<file path="src/rtl/imem_load_ctrl.sv">
// imem_load_ctrl
//   Streams a program into the instruction memory and then releases the core.
//   The loader offers one 64-bit word per beat. Each accepted word is written
//   to the next memory slot in the cycle after it is accepted. The last word
//   moves the controller through a one-cycle DRAIN state into RUN. In RUN the
//   fetch stage owns the memory address. A beat that would overflow the
//   memory sends the controller to a sticky ERROR state.
//
// Ports
//   clk, rstn        clock and synchronous active-low reset
//   ld_valid/ready   loader handshake; ld_ready is a decode of the state only
//   ld_data, ld_last word offered by the loader, plus end-of-program marker
//   fetch_addr       word index from the fetch stage (used only in RUN)
//   mem_addr/din/we  instruction memory port (byte address, write data, write enable)
//   core_hold        holds the fetch stage until RUN is reached
//   run_start        one-cycle pulse in the first RUN cycle
//   load_err         sticky overflow flag
//   word_count       number of words accepted since reset
module imem_load_ctrl #(
  parameter int DEPTH_LOG2 = 14
) (
  input  logic                  clk,
  input  logic                  rstn,
  input  logic                  ld_valid,
  input  logic [63:0]           ld_data,
  input  logic                  ld_last,
  output logic                  ld_ready,
  input  logic [31:0]           fetch_addr,
  output logic [31:0]           mem_addr,
  output logic [63:0]           mem_din,
  output logic                  mem_we,
  output logic                  core_hold,
  output logic                  run_start,
  output logic                  load_err,
  output logic [DEPTH_LOG2:0]   word_count
);

  typedef enum logic [2:0] {
    S_IDLE,
    S_LOAD,
    S_DRAIN,
    S_RUN,
    S_ERROR
  } state_t;

  // The write pointer equals this value once every memory slot is filled.
  localparam logic [DEPTH_LOG2:0] WPTR_FULL = {1'b1, {DEPTH_LOG2{1'b0}}};

  state_t                state_reg;
  logic [DEPTH_LOG2:0]   wptr_reg;
  logic [31:0]           mem_addr_reg;
  logic [63:0]           mem_din_reg;
  logic                  mem_we_reg;
  logic                  run_start_reg;
  logic                  load_err_reg;
  logic                  accept;

  assign ld_ready = (state_reg == S_IDLE) || (state_reg == S_LOAD);
  assign accept   = ld_valid && ld_ready;

  always_ff @(posedge clk) begin
    if (!rstn) begin
      state_reg     <= S_IDLE;
      wptr_reg      <= '0;
      mem_addr_reg  <= '0;
      mem_din_reg   <= '0;
      mem_we_reg    <= 1'b0;
      run_start_reg <= 1'b0;
      load_err_reg  <= 1'b0;
    end else begin
      // Write strobe and start pulse last exactly one cycle.
      mem_we_reg    <= 1'b0;
      run_start_reg <= 1'b0;
      case (state_reg)
        S_IDLE, S_LOAD: begin
          if (accept) begin
            if (wptr_reg == WPTR_FULL) begin
              // The memory has no free slot. The word is dropped and the
              // pointer is frozen. A final word that arrives here cannot be
              // stored either, so it is also treated as an overflow.
              state_reg    <= S_ERROR;
              load_err_reg <= 1'b1;
            end else begin
              mem_we_reg   <= 1'b1;
              // Shifting the word index left by 3 gives the byte address
              // {wptr[28:0], 3'b000}.
              mem_addr_reg <= 32'(wptr_reg) << 3;
              mem_din_reg  <= ld_data;
              wptr_reg     <= wptr_reg + 1'b1;
              state_reg    <= ld_last ? S_DRAIN : S_LOAD;
            end
          end
        end
        S_DRAIN: begin
          // The final write is issued during this cycle. RUN starts next.
          state_reg     <= S_RUN;
          run_start_reg <= 1'b1;
        end
        default: begin
          // RUN and ERROR are left only through reset.
          state_reg <= state_reg;
        end
      endcase
    end
  end

  // In RUN the fetch stage drives the address directly, unless a write is
  // still in flight. Otherwise the last registered address is held.
  assign mem_addr   = ((state_reg == S_RUN) && !mem_we_reg) ? (fetch_addr << 3)
                                                             : mem_addr_reg;
  assign mem_din    = mem_din_reg;
  assign mem_we     = mem_we_reg;
  assign core_hold  = (state_reg != S_RUN);
  assign run_start  = run_start_reg;
  assign load_err   = load_err_reg;
  assign word_count = wptr_reg;

endmodule

</file>
<file path="config.mk">
export PLATFORM = sky130hd
export DESIGN_NAME = imem_load_ctrl
export DESIGN_NICKNAME = d
export VERILOG_FILES = /design/src/rtl/imem_load_ctrl.sv
export SDC_FILE = /design/constraint.sdc
export NUM_CORES = 1
export LEC_CHECK = 0
export ABC_AREA = 1
export BUFFER_PORTS_ARGS = -buffer_cell sky130_fd_sc_hd__buf_2
export CAP_MARGIN = 20
export CORE_MARGIN = 2
export CORE_UTILIZATION = 50
export CTS_BUF_LIST = sky130_fd_sc_hd__clkbuf_16
export DETAILED_ROUTE_END_ITERATION = 8
export GPL_ROUTABILITY_DRIVEN = 0
export PLACE_DENSITY_LB_ADDON = 0.12
export RECOVER_POWER = 100
export REMOVE_ABC_BUFFERS = 1
export SYNTH_ARGS = -nofsm -noshare
export SYNTH_HDL_FRONTEND = slang
export SYNTH_SLANG_ARGS = --single-unit
</file>
<file path="constraint.sdc">
create_clock -name clk -period 2.8 [get_ports clk]
set_clock_uncertainty 0.1 [all_clocks]
set_input_delay 0.14 -clock clk [delete_from_list [all_inputs] [get_ports clk]]
set_output_delay 0.14 -clock clk [all_outputs]
set_load 0.1 [all_outputs]
</file>
* Word-level counts from Yosys, hierarchy flattened
Index checks and enable logic that the tools add are counted.
W data, S select, Z words.
** Word-level totals
- Input bits :: 100
- Register bits after elaboration :: 100
- Output and inout port bits :: 116
** Operators by class
- Reduce and logical (&&, ||, !) cells :: 11
- Bitwise gates (word level) :: 1
- Mux-type cells :: 7
- Equal/unequal tests :: 6
- $add $sub $neg :: 1
** Operator list (number)
- $mux W32 :: 1
- $add A15 B1 Y15 const B :: 1
- $eq A15 B15 Y1 const B :: 1
- $reduce_and A3 Y1 :: 3
- $eq A3 B2 Y1 const B :: 2
- $mux W3 :: 2
- $pmux W3 S2 :: 1
- $eq A3 B1 Y1 const B :: 1
- $logic_not A3 Y1 :: 1
- $ne A3 B2 Y1 const B :: 1
- $logic_and A1 B1 Y1 :: 2
- $mux W1 :: 2
- $mux W2 :: 1
- $ne A2 B2 Y1 const B :: 1
- $reduce_and A2 Y1 :: 1
- $reduce_bool A2 Y1 :: 1
- $reduce_or A2 Y1 :: 1
- $logic_not A1 Y1 :: 1
- $logic_or A1 B1 Y1 :: 1
- $not A1 Y1 :: 1

* Logic depth before layout (Yosys ltp)
- Depth after elaboration :: 5
- Depth in mapped cells :: 11
- Depth with buffers taken out :: 9

* Least setup slack after synthesis
Ideal clock, no wire load.
- Kind :: register to output
- From :: register state_reg[0]
- To :: output mem_addr[10]
- Buffers on the path :: 2
- Setup slack :: -1099 ps
- Stages on the path, launching flop included :: 8
- Arrival time :: 3659 ps
- Data required time :: 2560 ps
- Cell sequence :: dfxtp_1 > nand2_1 > nor2_1 > inv_1 > or2_1 > clkbuf_1 > clkbuf_1 > o21ai_0
** Between the ends
- Word-level cells in the longest chain between the ends :: 3
** Ends and longest elaborated chain
- start: declaration :: line 49 : state_t state_reg;
- start signal: assignment :: line 90 : state_reg <= ld_last ? S_DRAIN : S_LOAD;
- start signal: assignment :: line 101 : state_reg <= state_reg;
- $eq A3 B2 Y1 :: line 109 : assign mem_addr = ((state_reg == S_RUN) && !mem_we_reg) ? (fetch_addr << 3)
- $logic_and A1 B1 Y1 :: line 109
- $mux W32 :: line 109
- end: declaration :: line 29 : output logic [31:0] mem_addr,
No other way between the ends.

* Worst setup path in the final report
- From :: register state_reg[0]
- To :: output mem_addr[8]
The elaborated chain is that of the path after synthesis.

==> results.cfg <==
[run_status]
outcome = completed

[grt]
grt_first_pass_wirelength_microns = 20800
grt_antenna_before_repair = 0
track_usage_pct = 26.2
grt_overflow_total = 0
grt_max_degree = 84
grt_pass1_vias = 4360

[cts]
htreeDepth = 3
root_buffer = clkbuf_16
cts.sinks = 100
clk_latency_ns = 0.33
cts_setup_buffers = 0
cts-buffers-inserted = 9
tritoncts = done
clk_path_buf_depth = 2
clk_pin_slew_ns = 0.07

[power]
swShare_pct = 41.2
ir_worst_vdd_uv = 348
total_power_mw = 4.23
p_leak_nw = 2.82
p_int_mw = 2.49
switching_power_mw = 1.74
p_comb_share_pct = 33.1
power.share.sequential_pct = 37.8
power_density_mw_per_mm2 = 688
pwr-share-clk_pct = 29.2

[cells_and_area]
final_cells = 968
largest_register_ffs = 64
final_layout_size_suffix_gt1_share_pct = 20.9
area_delta_synth_final_pct = 40.0
fill_cells = 760
finish.utilization_pct = 71.2
finalInstanceArea_sq_mm = 0.00615
layout.nets = 957
diodes = 0

[setup_path]
crit_arrival_ns = 2.27
start_kind = register
r2r_slack_ns = 0.49
critPathMaxFanout = 12
required_ns = 2.56
end_kind = primary output
crit_type = reg -> out
worstSetupStartpoint = state_reg[0]
r2r_start = state_reg[2]
worst_r2r_path_depth = 8
r2r_end = mem_din[25]

[route]
drt-total-wl_microns = 12800
antenna_left = 0
first_iter_violations = 176
vias_per_cell = 4.81
drc = 0
wire_per_inst_microns = 13.2
drtPass1Iterations = 5
num_vias = 4655

[timing]
fin_setup_tns_ns = 0
rsz0062_at_grt = no
maxSlewViolCount = 0
hold_viol = 0
worst-slew-pin-transition_ns = 1.23
post-route-min-period_ns = 2.51
whs_ns = 0.0137
setup_viol_count_final = 0
setup_slack_ns = 0.287
relSlewSlack_pct = 18.6
timing.fmax_mhz = 398
fin_crit_sh_pct = 89.8

[floorplan]
die_w_microns = 97.7
core_sq_mm = 0.00864
ios = 216
fp-row-count = 34
dieArea_sq_mm = 0.00955
die_h_microns = 97.7
start_util_pct = 50.8

[yosys]
synth.top_cell.area_share_pct = 45.6
yosys_warnings = 0
synth_seq_cells = 100
synthTopCellsByCount = 144 x nor2_1, 100 x dfxtp_1, 90 x o21ai_0, 63 x nand2_1, 63 x nor2_2
synth_ff_type = dfxtp_1
synth.distinct_cells = 24
ys_top_cells_by_area = dfxtp_1 46%, nor2_1 12%, o21ai_0 10%
async_reset_ff_share_pct = 0
synth_area_sq_mm = 0.00439
syn_avg_cell_area_sq_um = 7.27
yosys.area.top_type = dfxtp_1
synth_edf_count = 0
synth_most_common_cell = nor2_1
synth_cells = 604
yosysSeqAreaShare_pct = 45.6

[placement]
placed_cell_area_sq_mm = 0.00544
post-place-ws_ns = 0.744
hpwl_microns = 7860
io_buffers = 209
dp_cells = 890

[worst_hold_path]
hold_class = in -> reg
holdPathEnd = mem_din[19]
min_from = ld_data[19]
hold_depth = 3

[run]
drv_cap = 0
[repair_timing]
item | CTS | global route
endpoints found under the setup margin | 0 | 0
hold endpoints to repair | 63 | 0
hold buffers | 62 | 0
gates resized for setup | 0 | 0
[layout by cell type, fill, tap and decap left out, types with 2 or more instances in the layout]
master,count
dfxtp_1,100
nand3_1,13
nand4_1,8
buf_4,5
xor2_1,4
o21ai_1,6
clkbuf_1,84
dlygate4sd3_1,62
clkinvlp_4,3
conb_1,3
xnor2_1,2
o21ai_0,91
nand2_1,64
inv_6,2
buf_12,2
clkbuf_2,29
buf_2,96
nor2_2,30
nor2_1,177
ha_1,2
a21oi_1,11
clkbuf_16,9
inv_1,48
[how the worst max path moves through the flow]
stage                               to  slack, ns  cells after the start
after floorplan           mem_addr[10]      -1.26                      5
after global placement     mem_din[30]       0.84                     10
after detailed placement   mem_din[23]       0.74                     10
after CTS                  mem_addr[9]       0.53                      7
after global routing       mem_addr[8]       0.20                      7
final                      mem_addr[8]       0.29                      7
[critical path: stages (launching register included)]
cell	delay, ns
dfxtp_1	0.37
nand2_1	0.07
nor2_1	0.08
inv_1	0.05
or2_1	0.23
buf_4	0.19
o21ai_0	0.13
dlymetal6s2s_1	0.80
[metal layers]
metal,GRT usage (%),vias to the layer above,share of wire [%]
met4,8.44,0,1.4
met3,4.39,17,6.3
met2,46.1,165,51
met1,32.8,2091,41
li1,-,2382,-
met5,0,-,0
[power groups by stage]
stage          logic (mW)  clock network, mW  registers (mW)
3_3_place_gp         1.36                  0            1.62
5_1_grt              1.46               1.32            1.61
2_1_floorplan       0.469                  0            2.26
4_1_cts              1.44               1.27            1.60
6_report             1.40               1.23            1.60
3_5_place_dp         1.37                  0            1.63
[area by class of cell]
type | instances | area, sq um | area share (%)
inverter | 49 | 184 | 2.99
multi-input combinational | 416 | 1880 | 30.5
tap | 108 | 135 | 2.20
timing repair buffer | 279 | 1650 | 26.9
clock buffer | 9 | 225 | 3.66
clock inverter | 7 | 73.8 | 1.20
sequential | 100 | 2000 | 32.6
[cell families after synthesis]
| logic type | share of synthesized area, % |
|---|---|
| and+or+nand+nor | 30.5 |
| AOI/OAI and AO/OA | 12.3 |
| DFF | 45.6 |
| buffers and inverters | 9.78 |
| xor gates and xnor gates | 1.20 |
| adders and majority gates | 0.570 |
| other | 0.0854 |
Note: power is estimated with default switching activity, not from simulation.
